### src/rtl/inst_fetch.sv
// Instruction fetch stage: assembles 32-bit little-endian instructions from a byte-wide
// memory port, holds one completed instruction in a skid buffer, and drives the IF/ID register.
module inst_fetch #(
  parameter logic [31:0] RESET_PC = 32'h0000_0000,
  parameter logic [31:0] NOP_INST = 32'h0000_0013
) (
  input  logic        clk,
  input  logic        rst_n,
  input  logic        rdy,
  input  logic        stall_i,
  input  logic        id_jump_enable_i,
  input  logic [31:0] id_jump_pc_i,
  input  logic        ex_jump_enable_i,
  input  logic [31:0] ex_jump_pc_i,
  output logic        mem_req_o,
  output logic [31:0] mem_addr_o,
  input  logic        mem_ack_i,
  input  logic [7:0]  mem_data_i,
  output logic        valid_o,
  output logic [31:0] inst_o,
  output logic [31:0] next_pc_o
);

  // Memory handshake: a byte transfers in any cycle where mem_req_o and mem_ack_i are both
  // high; mem_data_i is valid in that same cycle and mem_addr_o is held until then.

  typedef enum logic {
    S_FETCH = 1'b0,
    S_HOLD  = 1'b1
  } state_e;

  state_e      state_q, state_d;
  logic [31:0] pc_q, pc_d;
  logic [1:0]  cnt_q, cnt_d;
  logic [23:0] asm_q, asm_d;
  logic        buf_valid_q, buf_valid_d;
  logic [31:0] buf_inst_q, buf_inst_d;
  logic [31:0] buf_npc_q, buf_npc_d;
  logic        valid_q, valid_d;
  logic [31:0] inst_q, inst_d;
  logic [31:0] npc_q, npc_d;

  logic        fetching;
  logic        ack;
  logic        redirect;
  logic [31:0] redirect_pc;
  logic        complete;
  logic [31:0] comp_inst;
  logic [31:0] pc_plus4;

  always_comb begin
    fetching    = (state_q == S_FETCH);
    mem_req_o   = fetching & rdy & rst_n;
    mem_addr_o  = fetching ? (pc_q + {30'd0, cnt_q}) : pc_q;
    ack         = mem_req_o & mem_ack_i;
    // A stalled decode cannot be acting on its own jump, so only execute redirects then.
    redirect    = ex_jump_enable_i | (id_jump_enable_i & ~stall_i);
    redirect_pc = ex_jump_enable_i ? ex_jump_pc_i : id_jump_pc_i;
    complete    = ack & (cnt_q == 2'd3) & ~redirect;
    comp_inst   = {mem_data_i, asm_q};
    pc_plus4    = pc_q + 32'd4;
  end

  always_comb begin
    pc_d        = pc_q;
    cnt_d       = cnt_q;
    asm_d       = asm_q;
    buf_valid_d = buf_valid_q;
    buf_inst_d  = buf_inst_q;
    buf_npc_d   = buf_npc_q;
    valid_d     = valid_q;
    inst_d      = inst_q;
    npc_d       = npc_q;

    if (redirect) begin
      pc_d        = redirect_pc;
      cnt_d       = 2'd0;
      buf_valid_d = 1'b0;
      valid_d     = 1'b0;
      inst_d      = NOP_INST;
    end else begin
      if (ack) begin
        case (cnt_q)
          2'd0:    asm_d[7:0]   = mem_data_i;
          2'd1:    asm_d[15:8]  = mem_data_i;
          2'd2:    asm_d[23:16] = mem_data_i;
          default: ;
        endcase
        cnt_d = cnt_q + 2'd1;
        if (cnt_q == 2'd3) begin
          pc_d = pc_plus4;
        end
      end

      if (!stall_i) begin
        if (buf_valid_q) begin
          valid_d     = 1'b1;
          inst_d      = buf_inst_q;
          npc_d       = buf_npc_q;
          buf_valid_d = 1'b0;
        end else if (complete) begin
          valid_d = 1'b1;
          inst_d  = comp_inst;
          npc_d   = pc_plus4;
        end else begin
          valid_d = 1'b0;
          inst_d  = NOP_INST;
        end
      end else if (complete) begin
        // Fetch only runs with an empty buffer, so this never overwrites a held entry.
        buf_valid_d = 1'b1;
        buf_inst_d  = comp_inst;
        buf_npc_d   = pc_plus4;
      end
    end

    state_d = buf_valid_d ? S_HOLD : S_FETCH;
  end

  always_ff @(posedge clk) begin
    if (!rst_n) begin
      state_q     <= S_FETCH;
      pc_q        <= RESET_PC;
      cnt_q       <= 2'd0;
      asm_q       <= 24'd0;
      buf_valid_q <= 1'b0;
      buf_inst_q  <= NOP_INST;
      buf_npc_q   <= 32'd0;
      valid_q     <= 1'b0;
      inst_q      <= NOP_INST;
      npc_q       <= 32'd0;
    end else if (rdy) begin
      state_q     <= state_d;
      pc_q        <= pc_d;
      cnt_q       <= cnt_d;
      asm_q       <= asm_d;
      buf_valid_q <= buf_valid_d;
      buf_inst_q  <= buf_inst_d;
      buf_npc_q   <= buf_npc_d;
      valid_q     <= valid_d;
      inst_q      <= inst_d;
      npc_q       <= npc_d;
    end
  end

  assign valid_o   = valid_q;
  assign inst_o    = inst_q;
  assign next_pc_o = npc_q;

endmodule

### config.mk
export PLATFORM = sky130hd
export DESIGN_NAME = inst_fetch
export DESIGN_NICKNAME = d
export VERILOG_FILES = /design/src/rtl/inst_fetch.sv
export SDC_FILE = /design/constraint.sdc
export NUM_CORES = 1
export LEC_CHECK = 0
export ABC_CLOCK_PERIOD_IN_PS = 7400
export BUFFER_PORTS_ARGS = -buffer_cell sky130_fd_sc_hd__buf_2
export CORE_ASPECT_RATIO = 2
export CORE_MARGIN = 5
export CORE_UTILIZATION = 44
export CTS_BUF_LIST = sky130_fd_sc_hd__clkbuf_8
export DETAILED_ROUTE_END_ITERATION = 8
export PLACE_DENSITY_LB_ADDON = 0.25
export SYNTH_ARGS = -nofsm -noshare
export SYNTH_HDL_FRONTEND = slang
export SYNTH_SLANG_ARGS = --single-unit
### constraint.sdc
create_clock -name clk -period 7.4 [get_ports clk]
set_clock_uncertainty 0.2 [all_clocks]
set_input_delay 1.11 -clock clk [delete_from_list [all_inputs] [get_ports clk]]
set_output_delay 1.11 -clock clk [all_outputs]
set_load 0.005 [all_outputs]
======== Word level (Yosys, flattened, before mapping) ========
Cells that the tools add are included.
storage, ports and cells
  register bits after elaboration ......... 189
  input bits .............................. 79
  output and inout port bits .............. 98
  logic and storage cells ................. 62
operators by class
  add/sub/neg operators ................... 3
  equal/unequal tests ..................... 4
  mux-type cells .......................... 21
  bitwise operators ....................... 10
  reductions and logical operators ........ 12
operators with widths
  cell                                                    count
  2-to-1 mux 32 bit                                       11
  adder 32 x 2 -> 32 bit                                  1
  adder 32 x 3 -> 32 bit (second input constant)          1
  AND reduction 4 bit                                     5
  2-to-1 mux 1 bit                                        8
  bitwise AND 1 bit                                       6
  nonzero test 2 bit                                      3
  equality test 2 bit (second input constant)             2
  2-to-1 mux 2 bit                                        2
  AND reduction 2 bit                                     2
  NOT 1 bit                                               3
  AND reduction 3 bit                                     1
  adder 2 x 1 -> 2 bit (second input constant)            1
  equality test 2 x 1 -> 1 bit (second input constant)    1
  zero test 2 bit                                         1
  inequality test 2 x 1 -> 1 bit (second input constant)  1
  OR 1 bit                                                1

======== Logic depth before layout (Yosys ltp) ========
Gate-level depths: netlist of the first run.
  depth in word-level cells ............... 10
  gate-level depth with buffers ........... 9
  mapped depth without buffers ............ 7

======== Worst setup path before layout of the first run ========
OpenSTA, ideal clock, no wires.
  path type ............................... reg-to-output
  from .................................... register cnt_q[1]
  to ...................................... output mem_addr_o[27]
  arrival ................................. 1.841 ns
  data required time ...................... 6.090 ns
  path slack .............................. 4.249 ns
  cell stages (with the launch flop) ...... 8
  path through ............................ dfxtp_1 > ha_1 > a21oi_1 > nor4b_2 > and4_1 > clkbuf_1 > nand3_1 > xnor2_1
on the way
  cells in the longest elaborated chain, start to end .. 2
RTL lines
  item                    line  source
  from (decl)             34    logic [1:0] cnt_q, cnt_d;
  from (signal assigned)  135   cnt_q <= cnt_d;
  adder 32 x 2 -> 32 bit  54    mem_addr_o = fetching ? (pc_q + {30'd0, cnt_q}) : pc_q;
  2-to-1 mux 32 bit       54
  to (decl)               16    output logic [31:0] mem_addr_o,
Every way passes these cells.

======== Worst setup path after layout of the first run ========
  from .................................... register cnt_q[0]
  to ...................................... output mem_addr_o[27]
The elaborated chain is that of the path after synthesis.

==> results.cfg, run 1 <==
[status]
outcome = finished clean

[logic_synthesis]
synth-edff-count = 0
yosys_register_bits = 188
synth_top_area_cell = dfxtp_1
synth_area_leaders = dfxtp_1 41%, nand2_1 9.7%, a21oi_1 5.7%
ys_seq_area_share_pct = 41.17
synth_cell_types = 61
netlist.area_leader.share_pct = 41.17
syn-instance-count = 1178
yosysWarnings = 0
syn_avg_cell_area_sq_um = 7.760
synthArstFlopShare_pct = 0
synth_flop_cell = dfxtp_1
syn_area_sq_um = 9141
synth_nets = 1265

[sta]
whs_ns = 0.2541
rsz0062_at_grt = false
fin_tns_setup_ns = 0
setup_viol = 0
worst_slew_pin_slew_ns = 0.9465
final_hold_viol_count = 0
post-route-period-util_pct = 58.64
fmax_ghz = 0.2304
period_minus_slack_ns = 4.340
finalMaxSlewViolations = 0
maxSlewHeadroom_pct = 36.90

[clocking]
cts.htree.levels = 4
cts_tree = built
clk_path_buf_depth = 2
numCtsBuffers = 17
cts_hold_buf = 0
cts_root_buf = clkbuf_8
postCtsSetupBuffers = 0
path_clk_slew_ns = 0.11
clock_latency_ns = 0.48
cts_sinks = 188
cts_resized = 0

[routing]
vias_per_cell = 5.696
vias = 8892
drt_iter0_drc = 600
wl_um = 29040
first_pass_iters = 6
drc = 0
wl_per_cell_um = 18.60
ant_nets = 0

[layout]
nets = 1368
mostFrequentLayoutCells = 236 x nand2_1, 187 x dfxtp_1, 176 x buf_2, 104 x a21oi_1, 80 x nor2_1
n_fill_cell = 2110
syn_to_final_growth_pct = 14.40
final_common_cell = nand2_1
drive_above_1_share_pct = 19.09

[power]
power_mw = 1.909
vdd_drop_max_uv = 115.1
power_density_nw_per_um2 = 182.5
p_leak_nw = 3.912

[worst_setup_path]
r2r-end = buf_npc_q[31]
cp.required_ns = 6.09
worstPathArrival_ns = 3.03
r2r.worst_path.cells = 7
cp_max_fo = 6
timing.rr.start = state_q
startpoint_type = register
ff2ff_setup_slack_ns = 4.30
crit_type = reg -> out
cp-end-kind = output port

[placed_design]
io_buffers = 176
place.gp.congestion = 0.9017
post-dp-hpwl_um = 20970

[floorplanning]
start_util_pct = 44.67
ioPinCount = 177
core_sq_um = 20460
placementRows = 74
fp.dieH_um = 213.8
die-area_sq_um = 23930
die_x_um = 111.9

[min_path]
hold_start = inst_o[9]
hp-class = reg -> reg
whs_path_depth = 2
min_to = inst_o[9]

[global_routing]
grt_pass1_vias = 8611
grt_max_degree = 85
grt_overflow = 0
grt_usage_pct = 23.96
grt_pass1_wl_um = 45560
antenna_found_initial = 1

[run]
drv_cap = 0
-- worst max-delay path, cell delays in order (launching register included) --
cell     delay [ns]
dfxtp_1        0.44
ha_1           0.20
a21oi_1        0.10
nor4b_2        0.78
and4_1         0.51
nand3_1        0.14
xnor2_1        0.23
buf_2          0.15
-- registers in the layout (all words and copies together), names as in the netlist --
name,count
asm_q,24
buf_inst_q,32
buf_npc_q,32
cnt_q,2
inst_o,32
next_pc_o,32
pc_q,32
state_q,1
valid_o,1
-- synth_stat cells (all sizes together), types with 4 or more instances --
cell type / count
mux2i: 18
and4: 6
o32ai: 6
or3: 6
a31oi: 14
nor3b: 4
nor4: 8
a211o: 7
mux2: 4
nor2b: 11
ha: 7
nand2b: 12
xnor2: 28
a2bb2oi: 5
a21oi: 105
and2: 5
a22oi: 30
o22ai: 11
and3: 7
xor2: 26
o21ai: 79
o2111ai: 9
o211ai: 13
nor2: 81
a211oi: 16
nor3: 28
nand2: 236
nand4: 23
buf: 35
clkbuf: 75
inv: 14
dfxtp: 188
nand3: 28
-- stage by stage --
stage,cell area [sq um],util (%),setup WS (ns),std cells
2_1_floorplan,9141,-,4.249,1178
3_3_place_gp,10070,49.19,3.473,1528
3_5_place_dp,10070,49.19,3.434,1528
4_1_cts,10460,51.09,3.061,1560
5_1_grt,10460,51.11,2.962,1561
6_report,10460,51.11,3.060,1561
-- area by class of cell --
class                           count  area, sq um  area share, %
Antenna cell                        1        2.502        0.02393
Multi-Input combinational cell    865         4895          46.81
Inverter                           15        57.56         0.5504
Timing Repair Buffer              194         1016          9.715
Tap cell                          266        332.8          3.183
Clock buffer                       17        234.0          2.237
Clock inverter                     15        155.1          1.484
Sequential cell                   188         3765          36.00
-- cell families after synthesis --
kind of cell	synth area share, %
AOI/OAI and AO/OA	21.28
DFF	41.17
buffers and inverters	5.530
muxes	2.464
xor gates and xnor gates	5.174
and+or+nand+nor	23.20
adders and majority gates	1.177
-- worst max path at each step --
| stage | end | startpoint | slack, ns |
|---|---|---|---|
| after floorplan | mem_addr_o[27] | cnt_q[1] | 4.25 |
| after global placement | buf_npc_q[8] | rst_n | 3.47 |
| after detailed placement | buf_npc_q[8] | rst_n | 3.43 |
| after CTS | mem_addr_o[27] | cnt_q[1] | 3.06 |
| after global routing | mem_addr_o[27] | cnt_q[0] | 2.96 |
| final | mem_addr_o[27] | cnt_q[0] | 3.06 |
-- power by group --
group	internal (mW)	total [mW]	switching, mW	leakage [nW]
clock network	0.280	0.691	0.411	0.198
logic	0.0643	0.165	0.101	2.19
registers	1.02	1.05	0.0284	1.52
total	1.37	1.91	0.540	3.91
-- layer usage --
metal | wire length [um] | global-route usage [%]
met5 | 0 | 0
met1 | 10650 | 25.94
met4 | 1373 | 12.60
met2 | 15480 | 44.55
met3 | 1534 | 3.728
No activity file was read; power rests on OpenSTA's default activity.
==> inputs of run 2 (changes only) <==
- ABC_CLOCK_PERIOD_IN_PS: 7400 -> 3500
- clock period: 7.4 -> 3.5 ns (I/O delays scaled with it)
==> run 2 against run 1 <==
Compared with the run above: sequential power is 110% higher; combinational power increased by 120%; first-iteration DRC count decreased by 15%; die area did not move; largest cell class unchanged; cell count increased by 1.2%; design area is 1.3% higher; non-clock buffer count is 18 higher.
==> results.cfg, run 2 (same netlist as run 1, synthesis figures left out) <==
[power]
p_seq_share_pct = 55.2
vdd_drop_max_uv = 199.8
p_sw_mw = 1.118
p_leak_nw = 3.994
p_int_mw = 2.904
swShare_pct = 27.80
power_density_nw_per_um2 = 379.7
clockPowerShare_pct = 35.7
p_comb_share_pct = 9.1

[status]
outcome = finished clean

[routing]
first_pass_iters = 5
vias_per_cell = 5.670
ant_nets = 0
drt_iter0_drc = 512
vias = 8959
wl_per_cell_um = 19.03
wl_um = 30060
drc = 0

[sta]
post-route-period-util_pct = 95.36
finalMaxSlewViolations = 0
final_hold_viol_count = 0
maxSlewHeadroom_pct = 45.19
fin_tns_setup_ns = 0
period_minus_slack_ns = 3.338
rsz0062_at_grt = false
worst_slew_pin_slew_ns = 0.8222
setup_viol = 0
fmax_ghz = 0.2996

[min_path]
hold_start = ex_jump_pc_i[9]
whs_path_depth = 3
min_to = pc_q[9]
hp-class = in -> reg

[floorplanning]
start_util_pct = 44.67
die_x_um = 111.9
core_sq_um = 20460
placementRows = 74
die-area_sq_um = 23930
fp.dieH_um = 213.8
ioPinCount = 177

[clocking]
numCtsBuffers = 17
cts_sinks = 188
cts_root_buf = clkbuf_8
cts_hold_buf = 0
path_clk_slew_ns = 0.10
cts.htree.levels = 4
cts_tree = built
clock_latency_ns = 0.48
cts_resized = 0
postCtsSetupBuffers = 0
clk_path_buf_depth = 2

[worst_setup_path]
timing.rr.start = pc_q[3]
r2r-end = pc_q[28]
crit_type = reg -> out
crit_path_cell_trace = ha_2 > nand4_2 > nor3_1 > buf_4 > nand4_1 > nor2_1 > xnor2_1 > buf_2
cp-end-kind = output port
cp.required_ns = 2.77
startpoint_type = register
ff2ff_setup_slack_ns = 0.72
worstPathArrival_ns = 2.61
r2r.worst_path.cells = 6
slowest_delay_ns = 0.48
worst_path_max_delay_cell = dfxtp_1
cp_max_fo = 13

[placed_design]
io_buffers = 176
place.gp.congestion = 0.9458
post-dp-hpwl_um = 22560
place_area_sq_um = 10200

[layout]
multiInputGateArea_sq_um = 4898
regArea_sq_um = 3765
drive_above_1_share_pct = 20.35
syn_to_final_growth_pct = 15.88
n_fill_cell = 2116
final_common_cell = nand2_1
stdcell_area_sq_um = 10590
nets = 1386
mostFrequentLayoutCells = 236 x nand2_1, 187 x dfxtp_1, 176 x buf_2, 104 x a21oi_1, 80 x nor2_1

[run]
drv_cap = 0

[global_routing]
antenna_found_initial = 2
grt_pass1_vias = 8727
grt_overflow = 0
grt_max_degree = 63
grt_pass1_wl_um = 46260
grt_usage_pct = 24.61
run 2: metrics by stage:
| step | power [mW] | util (%) | setup slack (ns) | std cells | hold slack [ns] |
|---|---|---|---|---|---|
| detailed placement | 2.631 | 49.85 | 0.6699 | 1546 | 0.2370 |
| global placement | 2.629 | 49.85 | 0.7167 | 1546 | 0.2298 |
| finish | 4.022 | 51.77 | 0.1623 | 1580 | 0.1081 |
| CTS | 4.047 | 51.72 | 0.1066 | 1578 | 0.08357 |
| floorplan | 2.464 | - | 0.9337 | 1178 | 0.2360 |
| global route | 4.165 | 51.77 | 0.006886 | 1580 | 0.1035 |
run 2: worst max-delay path by stage:
stage,from,to,slack [ns],cells after the start
floorplan,cnt_q[1],mem_addr_o[27],0.93,7
global route,pc_q[3],mem_addr_o[24],0.007,8
global placement,cnt_q[1],mem_addr_o[31],0.72,7
detailed placement,pc_q[3],mem_addr_o[28],0.67,7
CTS,cnt_q[0],mem_addr_o[31],0.11,7
finish,pc_q[3],mem_addr_o[30],0.16,8
run 2: power by group through the flow:
stage	Clock (mW)	Combinational [mW]	Sequential, mW
3_5_place_dp	0	0.365	2.27
4_1_cts	1.46	0.367	2.22
5_1_grt	1.54	0.399	2.22
6_report	1.44	0.367	2.22
3_3_place_gp	0	0.364	2.27
2_1_floorplan	0	0.236	2.23
run 2: layout make-up:
cell class / count / area share, %
Antenna cell: 2 / 0.04725
Clock buffer: 18 / 2.339
Clock inverter: 14 / 1.276
Sequential cell: 188 / 35.54
Timing Repair Buffer: 212 / 10.87
Tap cell: 266 / 3.142
Inverter: 15 / 0.5433
Multi-Input combinational cell: 865 / 46.24
run 2: critical path: cells and delay by family, from the launching register on:
family                     cells  cell delay (ns)
xor gates and xnor gates       1             0.12
adders and majority gates      1             0.31
buffers and inverters          2             0.35
DFF                            1             0.48
and+or+nand+nor                4             0.86
run 2: layer usage:
| layer | routed length [um] | vias up | track usage (%) |
|---|---|---|---|
| li1 | - | 4353 | - |
| met1 | 10580 | 4164 | 25.38 |
| met2 | 15780 | 350 | 45.09 |
| met3 | 1569 | 92 | 4.151 |
| met4 | 2131 | 0 | 16.84 |
| met5 | 0 | - | 0 |
==> inputs of run 3 (changes only) <==
- CELL_PAD_IN_SITES_DETAIL_PLACEMENT: default -> 0
- CELL_PAD_IN_SITES_GLOBAL_PLACEMENT: default -> 2
- CORE_UTILIZATION: 44 -> 30
==> run 3 against run 2 <==
Compared with the run above: register-to-register slack gained 0.03 ns; hold slack worse by 0.018 ns; largest power group unchanged; design area up 2.0%; first-iteration DRC count fell by 5.3%; die area grew 43%; core utilization decreased by 16 points; non-clock buffer count rose by 2; worst setup slack improved by 0.050 ns; sequential cell count unchanged; via count down 2.1%; critical path type unchanged; sequential power barely moved; critical path depth fell by 3.
==> results.cfg, run 3 (same netlist as run 1, synthesis figures left out) <==
[worst_setup_path]
worst_path_max_delay_cell = dfxtp_1
cp-end-kind = output port
worstPathArrival_ns = 2.56
r2r-end = next_pc_o[25]
crit_top_cell = nand4_1
crit_type = reg -> out
timing.rr.start = pc_q[16]
startpoint_type = register
r2r.worst_path.cells = 6
cp_max_fo = 7
ff2ff_setup_slack_ns = 0.75
slowest_delay_ns = 0.52
cp.required_ns = 2.77
crit_path_cell_trace = nand4_1 > nor3_2 > nand4_1 > xnor2_1 > buf_2
cp_num_buf_inv = 1
path_delay_family = simple AND/OR/NAND/NOR gates

[power]
power_mw = 4.145
p_leak_nw = 4.021
vdd_drop_max_uv = 217.7
power_density_nw_per_um2 = 383.5

[routing]
wl_um = 34220
drc = 0
wl_per_cell_um = 20.32
first_pass_iters = 4
vias_per_cell = 5.208
drt_iter0_drc = 485
ant_nets = 0
vias = 8770

[floorplanning]
placementRows = 90
die_x_um = 133.4
die-area_sq_um = 34270
core_sq_um = 30180
start_util_pct = 30.29
fp.dieH_um = 256.9
ioPinCount = 177

[status]
outcome = finished clean

[layout]
mostFrequentLayoutCells = 236 x nand2_1, 186 x dfxtp_1, 176 x buf_2, 104 x a21oi_1, 79 x nor2_1
stdcell_count = 1684
syn_to_final_growth_pct = 18.23
drive_above_1_share_pct = 20.62
n_fill_cell = 3291
stdcell_area_sq_um = 10810
final_common_cell = nand2_1
nets = 1388

[clocking]
cts_root_buf = clkbuf_8
numCtsBuffers = 17
clk_path_buf_depth = 2
cts_hold_buf = 0
clock_latency_ns = 0.50
cts_tree = built
path_clk_slew_ns = 0.11
cts.htree.levels = 4
cts_sinks = 188

[sta]
worst_slew_pin_slew_ns = 0.9208
maxSlewHeadroom_pct = 38.61
rsz0062_at_grt = false
fin_tns_setup_ns = 0
post-route-period-util_pct = 93.93
fmax_ghz = 0.3042
period_minus_slack_ns = 3.288
finalMaxSlewViolations = 0
setup_ws_ns = 0.2124
setup_viol = 0
final_hold_viol_count = 0

[global_routing]
grt_usage_pct = 19.64
antenna_found_initial = 2
grt_max_degree = 90
grt_pass1_vias = 8577
grt_pass1_wl_um = 51650
grt_overflow = 0

[placed_design]
dp_cells = 1649
pre_cts_slack_ns = 0.5155
post-dp-hpwl_um = 25170
io_buffers = 176
place.gp.congestion = 0.9185
place_area_sq_um = 10370

[min_path]
hold_start = rst_n
whs_path_depth = 2
min_to = buf_inst_q[4]
hp-class = in -> reg

[run]
drv_cap = 0
[run 3: cell count changes in the layout (fill, tap and decap cells not counted)]
cell       change
buf_12         +3
buf_4          -1
bufinv_16      +1
clkinv_2       -1
clkinv_4       -1
dfxtp_1        -1
dfxtp_2        +1
inv_6          +2
inv_8          -1
nor2_1         -1
nor2_2         +1
nor4b_2        -1
nor4b_4        +1
[run 3: where the power goes]
group | internal [mW] | leakage (nW) | total [mW] | switching, mW
combinational | 0.146 | 2.30 | 0.390 | 0.244
clock | 0.667 | 0.197 | 1.54 | 0.872
sequential | 2.17 | 1.52 | 2.22 | 0.0490
[run 3: how the worst max path moves through the flow]
stage | from | end | slack (ns) | depth (start not counted)
after floorplan | cnt_q[1] | mem_addr_o[27] | 0.93 | 7
after global placement | pc_q[8] | mem_addr_o[17] | 0.53 | 7
after detailed placement | pc_q[8] | mem_addr_o[31] | 0.52 | 7
after CTS | cnt_q[0] | mem_addr_o[22] | 0.04 | 9
after global routing | cnt_q[0] | mem_addr_o[22] | 0.007 | 9
final | pc_q[16] | mem_addr_o[29] | 0.21 | 5
[run 3: what timing repair did]
item	4_1_cts	5_1_grt
setup buffers	1	0
endpoints found under the setup margin	5	12
pin swaps	1	0
resized for setup	1	4
[run 3: metrics by stage]
| step | util, % | hold slack, ns |
|---|---|---|
| 6_report | 35.81 | 0.08991 |
| 5_1_grt | 35.81 | 0.05707 |
| 4_1_cts | 35.75 | 0.04395 |
| 3_5_place_dp | 34.37 | 0.2367 |
| 3_3_place_gp | 34.37 | 0.2288 |
| 2_1_floorplan | - | 0.2360 |
[run 3: metal layers]
metal  part of all wire (%)  GRT usage [%]  vias up  routed length [um]
met3                    3.8          3.284       61                1299
met4                    4.2          9.354        0                1444
li1                       -              -     4356                   -
met1                     38          21.03     4113               12870
met2                     54          36.84      240               18600
met5                      0              0        -                   0
[run 3: cell type report]
| cell class | instances | area, sq um | area share (%) |
|---|---|---|---|
| flip-flops and latches | 188 | 3766 | 34.85 |
| inverters | 15 | 57.56 | 0.5325 |
| repair buffers | 214 | 1204 | 11.14 |
| diodes | 2 | 5.005 | 0.04631 |
| multi-input cells | 865 | 4910 | 45.43 |
| clock buffers | 18 | 247.7 | 2.292 |
| clock inverters | 14 | 157.7 | 1.459 |
| well taps | 368 | 460.4 | 4.260 |
[run 3: worst reg2reg max path, cell delays in order (launching register included)]
cell	delay (ns)
dfxtp_1	0.52
nand4_1	0.46
nor4_1	0.44
buf_4	0.19
nand3_1	0.23
and4_1	0.32
o31a_1	0.28
